**src/rtl/alu_issue_sched.sv**
```systemverilog
// ALU reservation station: CDB wakeup, rotating-priority issue into the EX operand
// register (stage D), and a result register that holds under CDB backpressure.
module alu_issue_sched #(
    parameter int RS_SIZE = 8,
    parameter int TAG_W   = 4,
    parameter int TYPE_W  = 6
) (
    input  logic              clk,
    input  logic              rst_n,
    input  logic              clr,
    input  logic              alloc_valid,
    output logic              alloc_ready,
    input  logic [TYPE_W-1:0] alloc_type,
    input  logic              alloc_qj_busy,
    input  logic              alloc_qk_busy,
    input  logic [TAG_W-1:0]  alloc_qj,
    input  logic [TAG_W-1:0]  alloc_qk,
    input  logic [31:0]       alloc_vj,
    input  logic [31:0]       alloc_vk,
    input  logic [31:0]       alloc_a,
    input  logic [31:0]       alloc_pc,
    input  logic [TAG_W-1:0]  alloc_dest,
    input  logic              cdb_valid,
    input  logic [TAG_W-1:0]  cdb_tag,
    input  logic [31:0]       cdb_value,
    output logic [TYPE_W-1:0] ex_type,
    output logic [31:0]       ex_vj,
    output logic [31:0]       ex_vk,
    output logic [31:0]       ex_a,
    output logic [31:0]       ex_pc,
    input  logic [31:0]       ex_value,
    input  logic [31:0]       ex_jumppc,
    output logic              res_valid,
    input  logic              res_ready,
    output logic [TAG_W-1:0]  res_tag,
    output logic [31:0]       res_value,
    output logic [31:0]       res_jumppc
);

    localparam int IDX_W = $clog2(RS_SIZE);

    typedef struct packed {
        logic [TYPE_W-1:0] itype;
        logic              qj_busy;
        logic [TAG_W-1:0]  qj;
        logic              qk_busy;
        logic [TAG_W-1:0]  qk;
        logic [31:0]       vj;
        logic [31:0]       vk;
        logic [31:0]       a;
        logic [31:0]       pc;
        logic [TAG_W-1:0]  dest;
    } entry_t;

    typedef struct packed {
        logic [TYPE_W-1:0] itype;
        logic [31:0]       vj;
        logic [31:0]       vk;
        logic [31:0]       a;
        logic [31:0]       pc;
    } ex_ops_t;

    logic [RS_SIZE-1:0] busy_q, busy_d;
    entry_t             rs_q [RS_SIZE];
    entry_t             rs_d [RS_SIZE];
    logic [IDX_W-1:0]   last_sel_q, last_sel_d;
    logic               d_valid_q, d_valid_d;
    logic [TAG_W-1:0]   d_dest_q, d_dest_d;
    ex_ops_t            ex_q, ex_d;
    logic               res_valid_q, res_valid_d;
    logic [TAG_W-1:0]   res_tag_q, res_tag_d;
    logic [31:0]        res_value_q, res_value_d;
    logic [31:0]        res_jumppc_q, res_jumppc_d;

    logic [RS_SIZE-1:0] rdy_vec;
    logic               alloc_found;
    logic [IDX_W-1:0]   alloc_idx;
    logic               sel_found;
    logic [IDX_W-1:0]   sel_idx;
    logic [IDX_W-1:0]   cand_idx;
    logic               res_load;
    logic               d_load;
    logic               pick;
    logic               do_alloc;
    entry_t             alloc_entry;

    assign res_load = !res_valid_q || res_ready;
    assign d_load   = !d_valid_q || res_load;

    // NOTE: every variable driven from always_comb gets a default at the top of the
    // block; a path that leaves one unassigned would infer a latch.
    always_comb begin
        alloc_found = 1'b0;
        alloc_idx   = '0;
        for (int i = 0; i < RS_SIZE; i++) begin
            rdy_vec[i] = busy_q[i] && !rs_q[i].qj_busy && !rs_q[i].qk_busy;
            if (!busy_q[i] && !alloc_found) begin
                alloc_found = 1'b1;
                alloc_idx   = IDX_W'(i);
            end
        end
    end

    assign alloc_ready = alloc_found;
    assign do_alloc    = alloc_valid && alloc_found && !clr;

    // Rotating priority: scan starts just after the last entry picked.
    always_comb begin
        sel_found = 1'b0;
        sel_idx   = '0;
        cand_idx  = '0;
        for (int i = 0; i < RS_SIZE; i++) begin
            cand_idx = last_sel_q + IDX_W'(i + 1);
            if (!sel_found && rdy_vec[cand_idx]) begin
                sel_found = 1'b1;
                sel_idx   = cand_idx;
            end
        end
    end

    assign pick = d_load && sel_found && !clr;

    // An operand still pending at allocation can be satisfied by this cycle's broadcast.
    always_comb begin
        alloc_entry.itype   = alloc_type;
        alloc_entry.qj_busy = alloc_qj_busy;
        alloc_entry.qj      = alloc_qj;
        alloc_entry.qk_busy = alloc_qk_busy;
        alloc_entry.qk      = alloc_qk;
        alloc_entry.vj      = alloc_vj;
        alloc_entry.vk      = alloc_vk;
        alloc_entry.a       = alloc_a;
        alloc_entry.pc      = alloc_pc;
        alloc_entry.dest    = alloc_dest;
        if (alloc_qj_busy && cdb_valid && cdb_tag == alloc_qj) begin
            alloc_entry.qj_busy = 1'b0;
            alloc_entry.vj      = cdb_value;
        end
        if (alloc_qk_busy && cdb_valid && cdb_tag == alloc_qk) begin
            alloc_entry.qk_busy = 1'b0;
            alloc_entry.vk      = cdb_value;
        end
    end

    always_comb begin
        busy_d = busy_q;
        rs_d   = rs_q;
        if (clr) begin
            busy_d = '0;
        end else begin
            if (cdb_valid) begin
                for (int i = 0; i < RS_SIZE; i++) begin
                    if (busy_q[i] && rs_q[i].qj_busy && rs_q[i].qj == cdb_tag) begin
                        rs_d[i].qj_busy = 1'b0;
                        rs_d[i].vj      = cdb_value;
                    end
                    if (busy_q[i] && rs_q[i].qk_busy && rs_q[i].qk == cdb_tag) begin
                        rs_d[i].qk_busy = 1'b0;
                        rs_d[i].vk      = cdb_value;
                    end
                end
            end
            if (pick) begin
                busy_d[sel_idx] = 1'b0;
            end
            // The allocation target is a free entry, never the one being picked.
            if (do_alloc) begin
                busy_d[alloc_idx] = 1'b1;
                rs_d[alloc_idx]   = alloc_entry;
            end
        end
    end

    always_comb begin
        last_sel_d = pick ? sel_idx : last_sel_q;
        d_valid_d  = d_valid_q;
        d_dest_d   = d_dest_q;
        ex_d       = ex_q;
        if (clr) begin
            d_valid_d = 1'b0;
        end else if (d_load) begin
            d_valid_d = pick;
            if (pick) begin
                d_dest_d    = rs_q[sel_idx].dest;
                ex_d.itype  = rs_q[sel_idx].itype;
                ex_d.vj     = rs_q[sel_idx].vj;
                ex_d.vk     = rs_q[sel_idx].vk;
                ex_d.a      = rs_q[sel_idx].a;
                ex_d.pc     = rs_q[sel_idx].pc;
            end
        end
    end

    always_comb begin
        res_valid_d  = res_valid_q;
        res_tag_d    = res_tag_q;
        res_value_d  = res_value_q;
        res_jumppc_d = res_jumppc_q;
        if (res_load) begin
            res_valid_d  = d_valid_q;
            res_tag_d    = d_dest_q;
            res_value_d  = ex_value;
            res_jumppc_d = ex_jumppc;
        end
        if (clr) begin
            res_valid_d = 1'b0;
        end
    end

    // NOTE: sequential state uses non-blocking assignments so every flop samples
    // the pre-edge values regardless of statement order.
    always_ff @(posedge clk or negedge rst_n) begin
        if (!rst_n) begin
            busy_q       <= '0;
            last_sel_q   <= IDX_W'(RS_SIZE - 1);
            d_valid_q    <= 1'b0;
            d_dest_q     <= '0;
            ex_q         <= '0;
            res_valid_q  <= 1'b0;
            res_tag_q    <= '0;
            res_value_q  <= '0;
            res_jumppc_q <= '0;
        end else begin
            busy_q       <= busy_d;
            last_sel_q   <= last_sel_d;
            d_valid_q    <= d_valid_d;
            d_dest_q     <= d_dest_d;
            ex_q         <= ex_d;
            res_valid_q  <= res_valid_d;
            res_tag_q    <= res_tag_d;
            res_value_q  <= res_value_d;
            res_jumppc_q <= res_jumppc_d;
        end
    end

    // NOTE: the entry payload array has no reset; it is only observed while its
    // busy bit is set, and the busy bits are reset.
    always_ff @(posedge clk) begin
        rs_q <= rs_d;
    end

    assign ex_type    = ex_q.itype;
    assign ex_vj      = ex_q.vj;
    assign ex_vk      = ex_q.vk;
    assign ex_a       = ex_q.a;
    assign ex_pc      = ex_q.pc;
    assign res_valid  = res_valid_q;
    assign res_tag    = res_tag_q;
    assign res_value  = res_value_q;
    assign res_jumppc = res_jumppc_q;

endmodule

```
**config.mk**
```make
export PLATFORM = sky130hd
export DESIGN_NAME = alu_issue_sched
export DESIGN_NICKNAME = d
export VERILOG_FILES = /design/src/rtl/alu_issue_sched.sv
export SDC_FILE = /design/constraint.sdc
export NUM_CORES = 2
export LEC_CHECK = 0
export ABC_AREA = 1
export CAP_MARGIN = 5
export CORE_MARGIN = 5
export CORE_UTILIZATION = 42
export DETAILED_ROUTE_END_ITERATION = 7
export PLACE_DENSITY = 0.69
export RECOVER_POWER = 100
export SLEW_MARGIN = 30
export SYNTH_ARGS = -nofsm -noshare
export SYNTH_HDL_FRONTEND = slang
export SYNTH_SLANG_ARGS = --single-unit
```
**constraint.sdc**
```tcl
create_clock -name clk -period 6.9 [get_ports clk]
set_clock_uncertainty 0.05 [all_clocks]
set_input_delay 1.38 -clock clk [delete_from_list [all_inputs] [get_ports clk]]
set_output_delay 1.38 -clock clk [all_outputs]
set_load 0.01 [all_outputs]
```
== Word level (Yosys, flattened, before mapping) ==
Cells that the tools add are included.
Operators by class
  $add $sub $neg: 7
  $lt $le $gt $ge: 15
  eq/ne operators: 18
  muxes and demuxes: 150
  bitwise logic cells: 6
  reduce and logical (&&, ||, !) cells: 118
Operators with widths (count)
  $bwmux 1184: 1
  $mux 1178: 1
  $mux 64: 16
  $mux 32: 18
  $bmux 148 s3: 1
  $demux 148 s3: 1
  $mux 148: 3
  $mux 1: 81
  $logic_and 1x1->1: 73
  $eq 4x4->1: 18
  $lt 3x4->1 const B: 10
  $logic_not 1->1: 39
  $mux 3: 13
  $mux 8: 4
  $bmux 1 s3: 8
  $add 3x3->3 const B: 4
  $and 8x8->8: 1
  $ge 4x4->1 const B: 2
  $not 3->4: 2
  $not 8->8: 1
  $or 8x8->8: 1
  $add 3x2->3 const B: 2
  $demux 1 s3: 2
  $ge 3x1->1 const B: 2
  8 further kinds: 10
Storage, ports and cells
  flip-flop bits (word level): 1403
  input port bits: 254
  output and inout port bits: 204

== Longest topological paths before layout ==
  depth in word-level cells: 38
  mapped depth: 24

== Least setup slack after synthesis ==
OpenSTA, ideal clock, no wires.
  kind: input -> register
  start point: in clr
  end point: reg ex_q, in the netlist ex_vj[12]
  arrival time: 12.861 ns
  data required time: 6.733 ns
  path slack: -6.129 ns
  cell stages on the path: 10
  buffers on the path: 2
  cells stage by stage: inv_1 -> nand2_1 -> inv_1 -> nand2_1 -> inv_1 -> clkbuf_1 -> buf_1 -> nand2_1 -> nor2_1 -> nor2_1
Between the ends
  cells in the longest elaborated chain, start to end: 3
  elaborated cells between the ends (all ways): 4
  classes of those cells: 1 x bitwise; 3 x reduce/logical
RTL lines
  from (decl): line 10  | input logic clr,
  $logic_not 1->1: line 121  | assign pick = d_load && sel_found && !clr;
  $logic_and 1x1->1: line 121
  $reduce_and 3->1 (no source line) *
  to (signal assigned): line 218  | ex_q <= '0;
  to (signal assigned): line 228  | ex_q <= ex_d;
  to (decl): line 69  | ex_ops_t ex_q, ex_d;
Mark *: on every way between the ends. The rest lies on a longest branch, timed or not.
A chain may end at the register's enable or synchronous reset.

== Worst setup path in the final report ==
  start point: in clr
  end point: reg rs_q[872] (netlist bit), enable pin
Between the ends
  cells in the longest elaborated chain, start to end: 3
  elaborated cells between the ends (all ways): 4
  classes of those cells: 1 x bitwise; 3 x reduce/logical
RTL lines
  $logic_not 1->1: line 105  | assign do_alloc = alloc_valid && alloc_found && !clr;
  $logic_and 1x1->1: line 105
  $reduce_and 2->1 (no source line) *
  to (signal assigned): line 239  | rs_q <= rs_d;
  to (decl): line 64  | entry_t rs_q [RS_SIZE];
Marks and branches as above.

==> results.toml <==
[cts]
cts_root_buf = "clkbuf_16"
cts.hold.buffers_added = 0
cts_tree = "done"
post_cts_resized = 0
postCtsSetupBuffers = 0
cts_made_buffers = 155
insertion_delay_ns = 0.81
clk_pin_slew_worst_paths_ns = 0.05
cts_buffer_depth = 3
cts_sinks = 1403
h-tree-depth = 4

[placement]
gp_congestion = 0.883
io_buffers = 457
hpwl_microns = 128000

[synthesis]
ys_seq_area_frac = 0.595
yosysWarnings = 0
synth_top_area_cell = "edfxtp_1"
syn-cell-area_sq_um = 69000
synth_edf_count = 1184
syn_nets = 8002
syn_inst = 7746
avgSynthCellArea_sq_um = 8.90
async_flop_share = 0.156
ys_ff_latch = 1403
ys.flop_type = "edfxtp_1"
synth_top_area_frac = 0.515
synth_area_leaders = "edfxtp_1 (52%), nand2_1 (16%), dfrtp_1 (7.8%)"
ys_types = 48

[floorplanning]
die_y_microns = 415
start_util = 0.423
die_area_sq_um = 172000
rows = 148
design.core.area_sq_um = 163000
io_pins = 458
die_x_microns = 415

[critical_path]
rrSetupSlack_ns = 0.78
crit_slowest_cell = "clkbuf_1"
start_kind = "input pin"
crit_chain = "dlygate4sd3_1 > nor3_1 > clkbuf_1 > nand2_4 > inv_4 > clkbuf_1"
criticalPathCategory = "input pin to flip-flop"
crit_arrival_ns = 6.62
cp_common_cell = "clkbuf_1"
ff2ff_path_depth = 21
path_max_fanout = 70
worstReg2RegEnd = "ex_vk[19]$_DFFE_PN0P_"
crit_required_ns = 7.23
worst_setup_path_end_kind = "flip-flop"
r2r-start = "last_sel_q[0]$_DFFE_PN1N_"
max_stage_delay_ns = 1.58

[sta]
period_share = 0.911
hold_viol = 0
relSlewSlack = -1.62
max_freq_mhz = 159
finalSetupViolations = 0
whs_ns = 0.418
rsz0062_at_grt = "no"
slew_viol_final = 1427
min_period_ns = 6.29
tightestPinTransition_ns = 3.92

[route]
vias = 57200
wl_per_cell_microns = 22.1
ant_nets = 0
drc = 0
wirelength_microns = 226000
drt_pre_antenna_iters = 8
viasPerCell = 5.59
drt_iter0_drc = 7717

[run]
cap_violations = 27

[worst_hold_path]
hold_class = "flip-flop to flip-flop"
holdPathEnd = "res_tag[1]$_DFFE_PN0P_"
min_from = "d_dest_q[1]$_DFFE_PN0P_"
hold_depth = 2

[cells_and_area]
nFillCells = 15000
regArea_sq_um = 41000
nets = 8152
multiInputGateArea_sq_um = 24300
syn_to_final_growth_pct = 16.0
drive_above_1_share = 0.0467

[status]
violations = "max-capacitance violations, max-slew violations"
status = "complete, but fails checks"

[global_routing]
track_usage = 0.254
grt_max_degree = 194
overflow = 0
antenna_found_initial = 50
grt_first_pass_wirelength_microns = 339000
grt_pass1_vias = 53400
==> placed cells by master (no fill, tap or decap), types with 7 or more instances in the layout <==
cell type and count:
xnor2_1 22, o211ai_1 15, bufinv_16 14, buf_12 17, o21ai_1 20, clkbuf_2 13
a211oi_1 34, nand3_1 795, nand2_1 2943, a21oi_1 77, nor3_1 10, clkinv_16 10
diode_2 23, dlygate4sd3_1 290, xor2_1 12, nor2_1 545, clkbuf_1 47, nor4_1 9
nand4_1 19, buf_16 7, clkinv_2 27, buf_4 49, clkinv_1 22, mux2i_1 53
dfrtp_1 216, clkbuf_16 156, clkbuf_8 17, a21boi_0 9, o21ai_0 851, clkdlybuf4s50_1 166
inv_1 222, edfxtp_1 1184, o21a_1 33, o22ai_1 11, a31oi_1 36
==> worst max path at each step <==
stage | cells after the start | end | startpoint | slack, ns
5_1_grt | 21 | ex_vk[19]$_DFFE_PN0P_ | last_sel_q[0]$_DFFE_PN1N_ | 0.45
6_report | 6 | rs_q[872]$_DFFE_PP_ | clr | 0.61
2_1_floorplan | 1 | rs_q[1000]$_DFFE_PN_ | clr | -2.75
3_3_place_gp | 9 | rs_q[240]$_DFFE_PN_ | cdb_tag[1] | 1.42
3_5_place_dp | 9 | rs_q[240]$_DFFE_PN_ | cdb_tag[1] | 1.31
4_1_cts | 21 | ex_vk[22]$_DFFE_PN0P_ | last_sel_q[0]$_DFFE_PN1N_ | 1.41
==> kinds of logic after synthesis <==
family | count (synthesis) | share of synthesized area
buf+inv | 804 | 0.0540
xor+xnor | 37 | 0.00502
simple gates | 4350 | 0.254
compound gates | 1097 | 0.0844
fa+ha+maj | 2 | 0.000363
flops | 1403 | 0.595
mux | 53 | 0.00769
==> sequential cells by signal, summed over array words and instances, names as in the netlist <==
register    count
busy_q          8
d_dest_q        4
d_valid_q       1
ex_a           32
ex_pc          32
ex_type         6
ex_vj          32
ex_vk          32
last_sel_q      3
res_jumppc     32
res_tag         4
res_valid       1
res_value      32
rs_q         1184
==> cells in the mapped netlist (4+ instances only) <==
cell	n
nand2_1	2950
a221oi_1	4
clkinv_1	5
buf_6	50
nor2_2	4
edfxtp_1	1184
o21ai_0	800
a21boi_0	9
mux2i_1	53
inv_2	8
o22ai_1	11
nand4_1	19
o211ai_1	15
buf_1	15
a211oi_1	34
xnor2_1	22
nand3_1	798
o21a_1	33
buf_4	33
buf_2	165
nor4_1	10
dfrtp_1	216
nor3_1	9
o21ai_1	71
inv_1	225
clkbuf_1	303
xor2_1	12
a21oi_1	77
a31oi_1	36
nor2_1	545
==> stage by stage <==
stage	util	setup TNS [ns]	setup slack [ns]	instances	cell area (sq um)
after floorplan	-	-1784.60	-2.75	7746	69300
after global placement	0.458	0	1.42	9904	74600
after detailed placement	0.459	0	1.31	9910	74800
final	0.491	0	0.613	10200	80000
after global routing	0.491	0	0.450	10200	80000
after CTS	0.492	0	1.41	10200	80100
==> area by class of cell <==
type	count	area share
diodes	23	0.000719
well taps	2175	0.0340
inverters	238	0.0114
multi-input cells	5539	0.304
flip-flops and latches	1403	0.513
clock buffers	205	0.0532
repair buffers	559	0.0701
clock inverters	87	0.0135
==> per-layer routing <==
metal | wire length, microns | track usage | vias up
met4 | 12800 | 0.133 | 10
met3 | 23100 | 0.0485 | 624
met2 | 104000 | 0.401 | 3357
li1 | - | - | 26400
met5 | 67 | 0 | -
met1 | 86400 | 0.334 | 26800
==> worst max-delay path: cells and delay by family <==
kind,cells,cell delay (ns)
buffers and inverters,4,4.01
and+or+nand+nor,2,1.13
Power is left out: the tool's default activity adds up to more than one toggle a clock period on the data nets, which glitch-free logic cannot reach.
